**config.mk**
```make
export PLATFORM = sky130hd
export DESIGN_NAME = exc_sequencer
export DESIGN_NICKNAME = d
export VERILOG_FILES = /design/src/rtl/exc_sequencer.sv
export SDC_FILE = /design/constraint.sdc
export NUM_CORES = 1
export LEC_CHECK = 0
export ABC_CLOCK_PERIOD_IN_PS = 2700
export CORE_MARGIN = 2
export CORE_UTILIZATION = 33
export CTS_CLUSTER_SIZE = 14
export DETAILED_ROUTE_END_ITERATION = 10
export DONT_BUFFER_PORTS = 1
export GPL_TIMING_DRIVEN = 1
export SLEW_MARGIN = 25
export SYNTH_ARGS = -nofsm -noshare
export SYNTH_HDL_FRONTEND = slang
export SYNTH_SLANG_ARGS = --single-unit
```
**constraint.sdc**
```tcl
create_clock -name clk -period 2.7 [get_ports clk]
set_input_delay 0.54 -clock clk [delete_from_list [all_inputs] [get_ports clk]]
set_output_delay 0.54 -clock clk [all_outputs]
set_load 0.01 [all_outputs]
```
**src/rtl/exc_sequencer.sv**
```systemverilog
// Exception/interrupt/ERET entry sequencer: capture the victim, hold the pipe, drain the bus,
// strobe CP0 for one cycle, then redirect fetch until accepted.
module exc_sequencer #(
    parameter int unsigned DRAIN_MAX = 64,
    parameter int unsigned CNT_W     = 16
) (
    input  logic             clk,
    input  logic             rst_n,
    input  logic             mem_valid,
    input  logic [7:0]       mem_exc_type,
    input  logic [31:0]      mem_pc,
    input  logic             mem_is_delayslot,
    input  logic [31:0]      mem_badvaddr,
    input  logic             int_pending,
    input  logic             bus_busy,
    input  logic             cp0_exc_en,
    input  logic [31:0]      cp0_pc_exc,
    input  logic             redirect_ready,
    output logic             stall,
    output logic             flush,
    output logic [7:0]       cp0_exc_type,
    output logic [31:0]      cp0_victim_pc,
    output logic             cp0_is_delayslot,
    output logic [31:0]      cp0_badvaddr,
    output logic             cp0_int_commit,
    output logic             redirect_valid,
    output logic [31:0]      redirect_pc,
    output logic             drain_timeout,
    output logic [CNT_W-1:0] exc_count
);

    localparam int unsigned        DCNT_W     = $clog2(DRAIN_MAX);
    localparam logic [DCNT_W-1:0]  DRAIN_LAST = DCNT_W'(DRAIN_MAX - 1);
    localparam logic [31:0]        FALLBACK_PC = 32'hBFC0_0380;

    typedef enum logic [1:0] {
        IDLE     = 2'd0,
        DRAIN    = 2'd1,
        COMMIT   = 2'd2,
        REDIRECT = 2'd3
    } state_e;

    state_e             state_q, state_d;
    logic [DCNT_W-1:0]  drain_cnt_q, drain_cnt_d;
    logic               timeout_q, timeout_d;
    logic [7:0]         cap_type_q, cap_type_d;
    logic               cap_int_q, cap_int_d;
    logic [31:0]        cap_pc_q, cap_pc_d;
    logic               cap_ds_q, cap_ds_d;
    logic [31:0]        cap_bad_q, cap_bad_d;
    logic               stall_q, stall_d;
    logic               flush_q, flush_d;
    logic [7:0]         exc_type_q, exc_type_d;
    logic               int_commit_q, int_commit_d;
    logic               rvalid_q, rvalid_d;
    logic [31:0]        rpc_q, rpc_d;
    logic [CNT_W-1:0]   count_q, count_d;

    logic               trigger_c;
    assign trigger_c = mem_valid && ((mem_exc_type != 8'h00) || int_pending);

    // State and all registered outputs
    always_ff @(posedge clk or negedge rst_n) begin
        if (!rst_n) begin
            state_q      <= IDLE;
            drain_cnt_q  <= '0;
            timeout_q    <= 1'b0;
            cap_type_q   <= '0;
            cap_int_q    <= 1'b0;
            cap_pc_q     <= '0;
            cap_ds_q     <= 1'b0;
            cap_bad_q    <= '0;
            stall_q      <= 1'b0;
            flush_q      <= 1'b0;
            exc_type_q   <= '0;
            int_commit_q <= 1'b0;
            rvalid_q     <= 1'b0;
            rpc_q        <= '0;
            count_q      <= '0;
        end else begin
            state_q      <= state_d;
            drain_cnt_q  <= drain_cnt_d;
            timeout_q    <= timeout_d;
            cap_type_q   <= cap_type_d;
            cap_int_q    <= cap_int_d;
            cap_pc_q     <= cap_pc_d;
            cap_ds_q     <= cap_ds_d;
            cap_bad_q    <= cap_bad_d;
            stall_q      <= stall_d;
            flush_q      <= flush_d;
            exc_type_q   <= exc_type_d;
            int_commit_q <= int_commit_d;
            rvalid_q     <= rvalid_d;
            rpc_q        <= rpc_d;
            count_q      <= count_d;
        end
    end

    // Next state, victim capture and drain bookkeeping
    always_comb begin
        state_d     = state_q;
        drain_cnt_d = drain_cnt_q;
        timeout_d   = timeout_q;
        cap_type_d  = cap_type_q;
        cap_int_d   = cap_int_q;
        cap_pc_d    = cap_pc_q;
        cap_ds_d    = cap_ds_q;
        cap_bad_d   = cap_bad_q;
        case (state_q)
            IDLE: begin
                if (trigger_c) begin
                    // An exception type wins over a concurrent interrupt
                    cap_type_d = mem_exc_type;
                    cap_int_d  = (mem_exc_type == 8'h00);
                    cap_pc_d   = mem_pc;
                    cap_ds_d   = mem_is_delayslot;
                    cap_bad_d  = mem_badvaddr;
                    state_d    = bus_busy ? DRAIN : COMMIT;
                end
            end
            DRAIN: begin
                if (!bus_busy) begin
                    state_d     = COMMIT;
                    drain_cnt_d = '0;
                end else if (drain_cnt_q == DRAIN_LAST) begin
                    state_d     = COMMIT;
                    drain_cnt_d = '0;
                    timeout_d   = 1'b1;
                end else begin
                    drain_cnt_d = drain_cnt_q + DCNT_W'(1);
                end
            end
            COMMIT: state_d = REDIRECT;
            REDIRECT: begin
                if (redirect_ready) state_d = IDLE;
            end
            default: state_d = IDLE;
        endcase
    end

    // Output values for the coming cycle, decoded from the next state
    always_comb begin
        stall_d      = (state_d == DRAIN) || (state_d == COMMIT);
        flush_d      = (state_d == COMMIT) || (state_d == REDIRECT);
        exc_type_d   = (state_d == COMMIT) ? cap_type_d : 8'h00;
        int_commit_d = (state_d == COMMIT) && cap_int_d;
        rvalid_d     = (state_d == REDIRECT);
        rpc_d        = rpc_q;
        count_d      = count_q;
        if (state_q == COMMIT) begin
            rpc_d = cp0_exc_en ? cp0_pc_exc : FALLBACK_PC;
            if (count_q != {CNT_W{1'b1}}) count_d = count_q + CNT_W'(1);
        end
    end

    assign stall            = stall_q;
    assign flush            = flush_q;
    assign cp0_exc_type     = exc_type_q;
    assign cp0_victim_pc    = cap_pc_q;
    assign cp0_is_delayslot = cap_ds_q;
    assign cp0_badvaddr     = cap_bad_q;
    assign cp0_int_commit   = int_commit_q;
    assign redirect_valid   = rvalid_q;
    assign redirect_pc      = rpc_q;
    assign drain_timeout    = timeout_q;
    assign exc_count        = count_q;

endmodule

```
* After elaboration in Yosys (flattened, before gate mapping)
Index checks and enable logic that the tools add are counted.
** Operators by class
- Add/sub/neg operators :: 2
- Equal/unequal tests :: 8
- Mux-type cells :: 14
- Reductions and logical operators :: 11
** Operator list (number)
- $mux W32 :: 1
- $mux W8 :: 3
- $add A16 B1 Y16 const B :: 1
- $ne A16 B16 Y1 const B :: 1
- $mux W6 :: 2
- $mux W2 :: 5
- $eq A2 B2 Y1 const B :: 4
- $logic_not A8 Y1 :: 1
- $pmux W2 S4 :: 1
- $reduce_bool A8 Y1 :: 1
- $add A6 B1 Y6 const B :: 1
- $eq A6 B6 Y1 const B :: 1
- $eq A2 B1 Y1 const B :: 2
- $reduce_and A2 Y1 :: 2
- $logic_or A1 B1 Y1 :: 3
- $reduce_and A3 Y1 :: 1
- $logic_and A1 B1 Y1 :: 2
- $logic_not A2 Y1 :: 1
- $mux W1 :: 2
** Storage, ports and cells
- Flip-flop bits (word level) :: 143
- Input port bits :: 112
- Output and inout port bits :: 126
- Word-level logic and storage cells :: 50

* Depth between registers and ports, before layout
Gate-level depths: netlist of the first run.
- Word-level depth :: 7
- Mapped depth :: 6
- Depth with buffers taken out :: 5

* Worst setup path before layout of the first run
Ideal clock, no wire load.
- Path type :: in2reg
- Start :: in mem_exc_type[4]
- End :: reg cap_bad_q[10], in the netlist cp0_badvaddr[10]
- Library setup time :: 127 ps
- Data arrival time :: 1992 ps
- Required time :: 2573 ps
- Setup slack :: 580 ps
- Cell stages on the path :: 5
- Path buffers :: 2
- Cell sequence :: or4_1 -> o31a_1 -> buf_4 -> buf_6 -> mux2_1
** Between the ends
- Word-level cells in the longest chain between the ends :: 4
** RTL lines
- from (decl) :: line 10 : input logic [7:0] mem_exc_type,
- $reduce_bool A8 Y1 :: line 60 : assign trigger_c = mem_valid && ((mem_exc_type != 8'h00) || int_pending);
- $logic_or A1 B1 Y1 :: line 60
- $logic_and A1 B1 Y1 :: line 60
- $reduce_and A2 Y1 (no line)
- to (signal assigned) :: line 88 : cap_bad_q <= cap_bad_d;
- to (decl) :: line 50 : logic [31:0] cap_bad_q, cap_bad_d;
No other way between the ends.
A chain may end at the register's enable or synchronous reset.

==> results by group, run 1 <==
Synthesis
  – Compound-Gate Fraction of Synth Area: 0.0504
  – Synthesized Nets: 564
  – Largest area contributor in the netlist: dfrtp_1
  – Fraction of registers with async set/reset: 1.00
  – XOR/XNOR Fraction of Synth Area: 0.0216
  – Ys flop type: dfrtp_1
  – Adder-cell share of the synthesized area: 0.00440
  – Register area share after synthesis: 0.625
  – Yosys cell types: 43
  – Syn Inst Count: 450
  – Top post-synthesis cells by area: dfrtp_1 63%, mux2_1 7.7%, mux2_2 7.1%
  – Cell Area, Synth: 5680 um2
  – Synth top area share: 0.625
  – EDFF count, synth: 0
  – #FFs+latches synth: roughly 140
  – Largest family of logic cells by synthesized area: multiplexers
  – Multiplexer share of the synthesized area: 0.150
  – Mean Syn Cell Area: 12.6 um2
  – Post-Synth Simple-Gate Area: 0.118
  – YS warnings: 0

Finish
  – Fin area: ~6500 um2
  – Inserted Diodes: 0
  – Nets: 569
  – Layout cell share with drive strength beyond 1: 0.175
  – Util after Layout: 0.390
  – Non-Filler Instances: 688
  – Layout area overhead: 14.5%

Drt
  – Routed wire per std cell: 19.5 um
  – Final wirelength: ~13000 um
  – First DRT Iteration DRCs: approximately 240
  – Post-route DRC violation count: 0
  – DR vias: 3607
  – Pre-antenna DRT Iters: 4
  – Vias/cell: 5.24
  – Post-DRT Antenna Nets: 0

Placed design
  – Final HPWL DP: 9370 um
  – Dpl ws: 0.307 ns
  – Final GP Congestion: 0.757
  – Input/output buffers: 0
  – Placed cell area: between 5000 and 6000 um2
  – Placed insts: roughly 660

GRT
  – Total grt overflow: 0
  – Vias in the first global route: 3924
  – GRT Overall Usage: 0.150
  – Largest net degree at the start of global routing: 143
  – Global-route wire length before repair: 20800 um
  – Initial antenna violation count: 0

Clock network
  – Worst-Skew Late Latency: 0.42 ns
  – H-tree Lvls: 4
  – Worst-path clk slew: 0.07 ns
  – CTS root buf: clkbuf_16
  – Post-CTS Setup Inserts: 0
  – Post-CTS resize count: 0
  – CTS tree: yes
  – Clk sinks: 142
  – CTS Buf Count: 17
  – Clock Path Buffers: 2

Setup path
  – Startpoint types: register
  – Setup Crit Path Kind: reg -> reg
  – Critical-path cell list: nor3b_1, buf_4, o31a_2, buf_4, mux2_1
  – Critical path's top delay family: buffers and inverters
  – Setup crit end kind: register
  – Max incr delay on CP: 0.49 ns
  – WP data required: between 2 and 3 ns
  – Worst Path Max Fanout: 21
  – Crit path arrival time: between 2 and 3 ns
  – Buf+Inv Stages, Crit Path: 2
  – Slowest CP cell: dfrtp_1
  – Worst path most repeated cell: buf_4

Outcome
  – Outcome: complete, but fails checks
  – Violated checks: hold timing

Min path
  – Hold Crit Class: in -> async

Floorplanning
  – I/O Pins: roughly 240
  – Full die area: 18300 um2
  – Starting Density: 0.340
  – Core box area: 16700 um2
  – Die span in y: 135 um
  – Die Width: 135 um
  – # rows: 47

Power and ir drop
  – Clock power share: 0.288
  – Comb power frac: 0.206
  – Leak: 2.92 nW
  – PD cells: roughly 1200 nW/um2
  – Internal: 5.24 mW
  – Design Power: 8.09 mW
  – Sw power: 2.85 mW
  – Switching Fraction: 0.352
  – Sequential share of power: 0.507
  – Peak VDD IR: 507 uV

Timing
  – Clock period minus worst slack: 2.29 ns
  – Fin crit share: 0.848
  – Finish-stage setup viols: 0
  – Normalized max-slew margin: 0.502
  – Hold Fails Final Rpt: between 100 and 150
  – Max Clock Skew: 0.00708 ns
  – WHS: -0.186 ns
  – Final Slew Violations: 0
  – Final WS setup: around 0.41 ns
  – Fmax achieved: between 400 and 500 MHz
  – RSZ-0062 raised after global routing: false
  – Fin Setup TNS: 0 ns
  – Tightest Pin Transition: about 0.74 ns

Run
  – Max Cap Viol: 0
==> power by group through the flow <==
stage                     clock network, mW  logic, mW  registers, mW
after floorplan                           0       1.39           3.89
after global placement                    0       1.59           4.13
after detailed placement                  0       1.69           4.14
after CTS                              2.40       1.69           4.13
after global routing                   2.49       1.88           4.22
final                                  2.33       1.66           4.10
==> path summary, 6_finish.rpt <==
check	slack, ns	endpoint	from	cells past startpoint
min in group clk	0.22	redirect_pc[27]$_DFFE_PN0P_	cp0_exc_en	1
max in group asynchronous	2.73	redirect_pc[13]$_DFFE_PN0P_	rst_n	0
max reg2reg	0.41	cp0_victim_pc[2]$_DFFE_PN0P_	flush$_DFF_PN0_	5
min	-0.19	cp0_exc_type[1]$_DFF_PN0_	rst_n	0
max	0.41	cp0_victim_pc[2]$_DFFE_PN0P_	flush$_DFF_PN0_	5
min reg2reg	0.49	cap_type_q[5]$_DFF_PN0_	cap_type_q[5]$_DFF_PN0_	1
==> Yosys cell counts, drive strengths merged, types with 5 or more instances <==
| cell type | n |
|---|---|
| o21ai | 5 |
| inv | 14 |
| buf | 10 |
| and3 | 6 |
| clkbuf | 11 |
| a32oi | 8 |
| a31oi | 13 |
| nand2 | 49 |
| dfrtp | 142 |
| nand4 | 5 |
| nor2 | 27 |
| mux2 | 75 |
| nand3 | 27 |
| xor2 | 10 |
==> layer usage <==
layer	vias to the layer above	wire (um)	track usage
met5	-	0	0
met4	0	284	0.0694
met3	17	1690	0.0737
met2	220	6620	0.255
met1	1787	4840	0.156
li1	1583	-	-
==> cells by family (layout without fill, tap and decap cells) <==
| group | Yosys count | after routing |
|---|---|---|
| multiplexers | 76 | 76 |
| flip-flops | 142 | 142 |
| adder cells (fa/ha/maj) | 2 | 2 |
| buffers and inverters | 36 | 54 |
| AND/OR/NAND/NOR | 140 | 140 |
| XOR/XNOR | 14 | 14 |
| AO/OA/AOI/OAI | 40 | 40 |
==> registers in the layout, summed over array words and instances (netlist names) <==
register          cells
cap_int_q             1
cap_type_q            8
cp0_badvaddr         32
cp0_exc_type          8
cp0_int_commit        1
cp0_is_delayslot      1
cp0_victim_pc        32
drain_cnt_q           6
drain_timeout         1
exc_count            16
flush                 1
redirect_pc          32
redirect_valid        1
stall                 1
state_q               1
==> worst reg2reg max path, cell delays in order (launching register included) <==
cell and delay, ns:
dfrtp_1 0.49, nor3b_1 0.31, buf_4 0.18, o31a_2 0.43
buf_4 0.39, mux2_1 0.38
==> cell usage in the layout (no fill, tap or decap), drive strengths merged, types with 3 or more instances in the layout <==
master,instances
xor2,10
nand2,49
a22o,4
dfrtp,142
nand2b,3
and3,6
a21oi,3
nand3,27
nor2b,4
clkbuf,17
clkinv,6
o21ai,5
xnor2,4
a31oi,13
nor2,27
nand4,5
mux2,75
a32oi,8
inv,19
clkinvlp,3
nor4,3
nor3,4
nor4b,4
buf,7
==> cell type report <==
| cell class | instances | area [um2] |
|---|---|---|
| clock inverter | 15 | 161 |
| timing repair buffer | 7 | 65.1 |
| multi-input combinational | 272 | 1970 |
| sequential | 142 | 3550 |
| clock buffer | 17 | 425 |
| fill | 1625 | 10200 |
| inverter | 15 | 56.3 |
| tap | 220 | 275 |
(Power assumes the default switching activity.)
==> run 2, diff against run 1 <==
--- a/config.mk
+++ b/config.mk
@@ -5,7 +5,7 @@
 export SDC_FILE = /design/constraint.sdc
 export NUM_CORES = 1
 export LEC_CHECK = 0
-export ABC_CLOCK_PERIOD_IN_PS = 2700
+export ABC_CLOCK_PERIOD_IN_PS = 2300
 export CORE_MARGIN = 2
 export CORE_UTILIZATION = 33
 export CTS_CLUSTER_SIZE = 14
==> constraint.sdc (replaced) <==
create_clock -name clk -period 2.3 [get_ports clk]
set_input_delay 0.46 -clock clk [delete_from_list [all_inputs] [get_ports clk]]
set_output_delay 0.46 -clock clk [all_outputs]
set_load 0.01 [all_outputs]
==> results by group, run 2 (same netlist as run 1, synthesis figures left out) <==
Power and ir drop
  – PD cells: 1460 nW/um2 (+17%)
  – Leak: 2.91 nW (-0.13%)
  – Peak VDD IR: 563 uV (+11%)

Setup path
  – Critical path origin: state_q[0]$_DFF_PN0_
  – Crit path capture: cp0_badvaddr[13]$_DFFE_PN0P_
  – Setup crit end kind: register
  – R2R cell count: 4 (-1)
  – WP data required: 2.59 ns (-0.40 ns)
  – RR Endpoint: cp0_badvaddr[13]$_DFFE_PN0P_
  – Worst Path Max Fanout: 61 (+190%)
  – Setup Crit Path Kind: reg -> reg
  – FF-to-FF setup slack: 0.30 ns (-0.11 ns)
  – Crit path arrival time: 2.28 ns (-0.30 ns)
  – Startpoint types: register
  – FF-to-FF Start: state_q[0]$_DFF_PN0_

Finish
  – Non-Filler Instances: 689 (+0.15%)
  – Most frequent cells in the layout: 142 x dfrtp_1, 49 x nand2_1, 39 x mux2_1
  – Inserted Diodes: 0 (unchanged)
  – Nets: 570 (+0.18%)
  – Layout cell share with drive strength beyond 1: 0.175 (-0.000374)
  – Fillers: 1599 (-1.6%)
  – Most common cell after layout, fill and taps aside: dfrtp_1
  – Fin area: 6510 um2 (about the same)
  – Seq. cell area: 3550 um2 (unchanged)
  – Layout area overhead: 14.6% (about the same)
  – Area occupied by multi-input gates: 1970 um2 (unchanged)

Outcome
  – Violated checks: hold timing
  – Outcome: complete, but fails checks

Timing
  – RSZ-0062 raised after global routing: false
  – Normalized max-slew margin: 0.471 (-0.0308)
  – Fin Setup TNS: 0 ns (unchanged)
  – WHS: -0.266 ns (-0.0801 ns)
  – Hold Fails Final Rpt: 142 (unchanged)
  – Tightest Pin Transition: 0.788 ns (+0.0458 ns)
  – Max Clock Skew: 0.00908 ns (+0.00200 ns)
  – Finish-stage setup viols: 0 (unchanged)
  – Fmax achieved: 501 MHz (+15%)
  – Final WS setup: 0.304 ns (-0.108 ns)
  – Fin crit share: 0.868 (+0.0203)
  – Clock period minus worst slack: 2.00 ns (-0.292 ns)
  – Final Slew Violations: 0 (unchanged)

Placed design
  – Placed insts: 657 (+0.15%)
  – Placed cell area: 5930 um2 (+0.13%)
  – Input/output buffers: 0 (unchanged)
  – Final HPWL DP: 9390 um (+0.24%)
  – Dpl ws: 0.169 ns (-0.138 ns)
  – Final GP Congestion: 0.760 (+0.40%)

Drt
  – Final wirelength: 13300 um (-1.0%)
  – Vias/cell: 5.18 (-1.2%)
  – Routed wire per std cell: 19.3 um (-1.2%)
  – Post-DRT Antenna Nets: 0 (unchanged)
  – Post-route DRC violation count: 0 (unchanged)
  – Pre-antenna DRT Iters: 4 (unchanged)
  – DR vias: 3569 (-1.1%)
  – First DRT Iteration DRCs: 139 (-43%)

Clock network
  – CTS root buf: clkbuf_16
  – Clk sinks: 142 (unchanged)
  – Post-CTS resize count: 0 (unchanged)
  – Clock Path Buffers: 2 (unchanged)
  – Worst-path clk slew: 0.06 ns (about the same)
  – CTS tree: yes
  – Worst-Skew Late Latency: 0.42 ns (about the same)
  – H-tree Lvls: 4 (unchanged)
  – CTS Buf Count: 17 (unchanged)
  – Post-CTS Setup Inserts: 0 (unchanged)

Floorplanning
  – Die Width: 135 um (unchanged)
  – Full die area: 18300 um2 (unchanged)
  – Die span in y: 135 um (unchanged)
  – # rows: 47 (unchanged)
  – I/O Pins: 238 (unchanged)
  – Starting Density: 0.340 (unchanged)
  – Core box area: 16700 um2 (unchanged)

GRT
  – GRT Overall Usage: 0.149 (-0.00119)
  – Initial antenna violation count: 0 (unchanged)
  – Total grt overflow: 0 (unchanged)
  – Largest net degree at the start of global routing: 143 (unchanged)
  – Global-route wire length before repair: 20700 um (-0.50%)
  – Vias in the first global route: 3951 (+0.69%)

Min path
  – Hold Crit Class: in -> async

Run
  – Max Cap Viol: 0 (unchanged)
==> run 2: changes by cell type in the layout (fill, tap and decap cells not counted) <==
cell and delta:
clkinv_2 -2, buf_4 +1, clkbuf_1 +1, clkinvlp_4 +1, inv_6 +1, inv_8 -1
==> run 2: how the worst min path moves through the flow <==
stage / start / to
CTS: rst_n / cp0_exc_type[1]$_DFF_PN0_
finish: rst_n / cp0_exc_type[1]$_DFF_PN0_
global route: rst_n / cp0_victim_pc[20]$_DFFE_PN0P_
global placement: rst_n / cp0_exc_type[6]$_DFF_PN0_
detailed placement: rst_n / cp0_exc_type[1]$_DFF_PN0_
floorplan: rst_n / cap_int_q$_DFF_PN0_
==> run 2: area by class of cell <==
cell class                      instances  share of cell area
Clock inverter                         14              0.0240
Sequential cell                       142               0.546
Clock buffer                           18              0.0659
Tap cell                              220              0.0423
Inverter                               15             0.00865
Timing Repair Buffer                    8              0.0111
Multi-Input combinational cell        272               0.302
==> run 2: per-layer routing <==
layer	GRT usage	up-vias	share of wire
met3	0.0744	19	0.13
li1	-	1584	-
met4	0.0723	0	0.024
met1	0.157	1764	0.36
met5	0	-	0
met2	0.246	202	0.49
==> run 2: worst max-delay path: stages (launching register included) <==
cell and delay [ns]:
dfrtp_1 0.47, nor3b_1 0.42, o31a_2 0.27, buf_12 0.28, mux2_1 0.37
==> run 2: through the flow <==
stage	power (mW)	hold WS [ns]	util
after floorplan	6.20	0.164	-
after global placement	6.73	0.168	0.355
after detailed placement	6.86	0.168	0.355
after CTS	9.64	-0.293	0.390
after global routing	10.1	-0.298	0.390
final	9.48	-0.266	0.390
==> run 2: power breakdown <==
group	internal, mW	leakage, nW	switching, mW
logic	0.981	0.914	0.994
clock network	1.61	0.274	1.10
registers	3.56	1.73	1.23
total	6.16	2.91	3.32
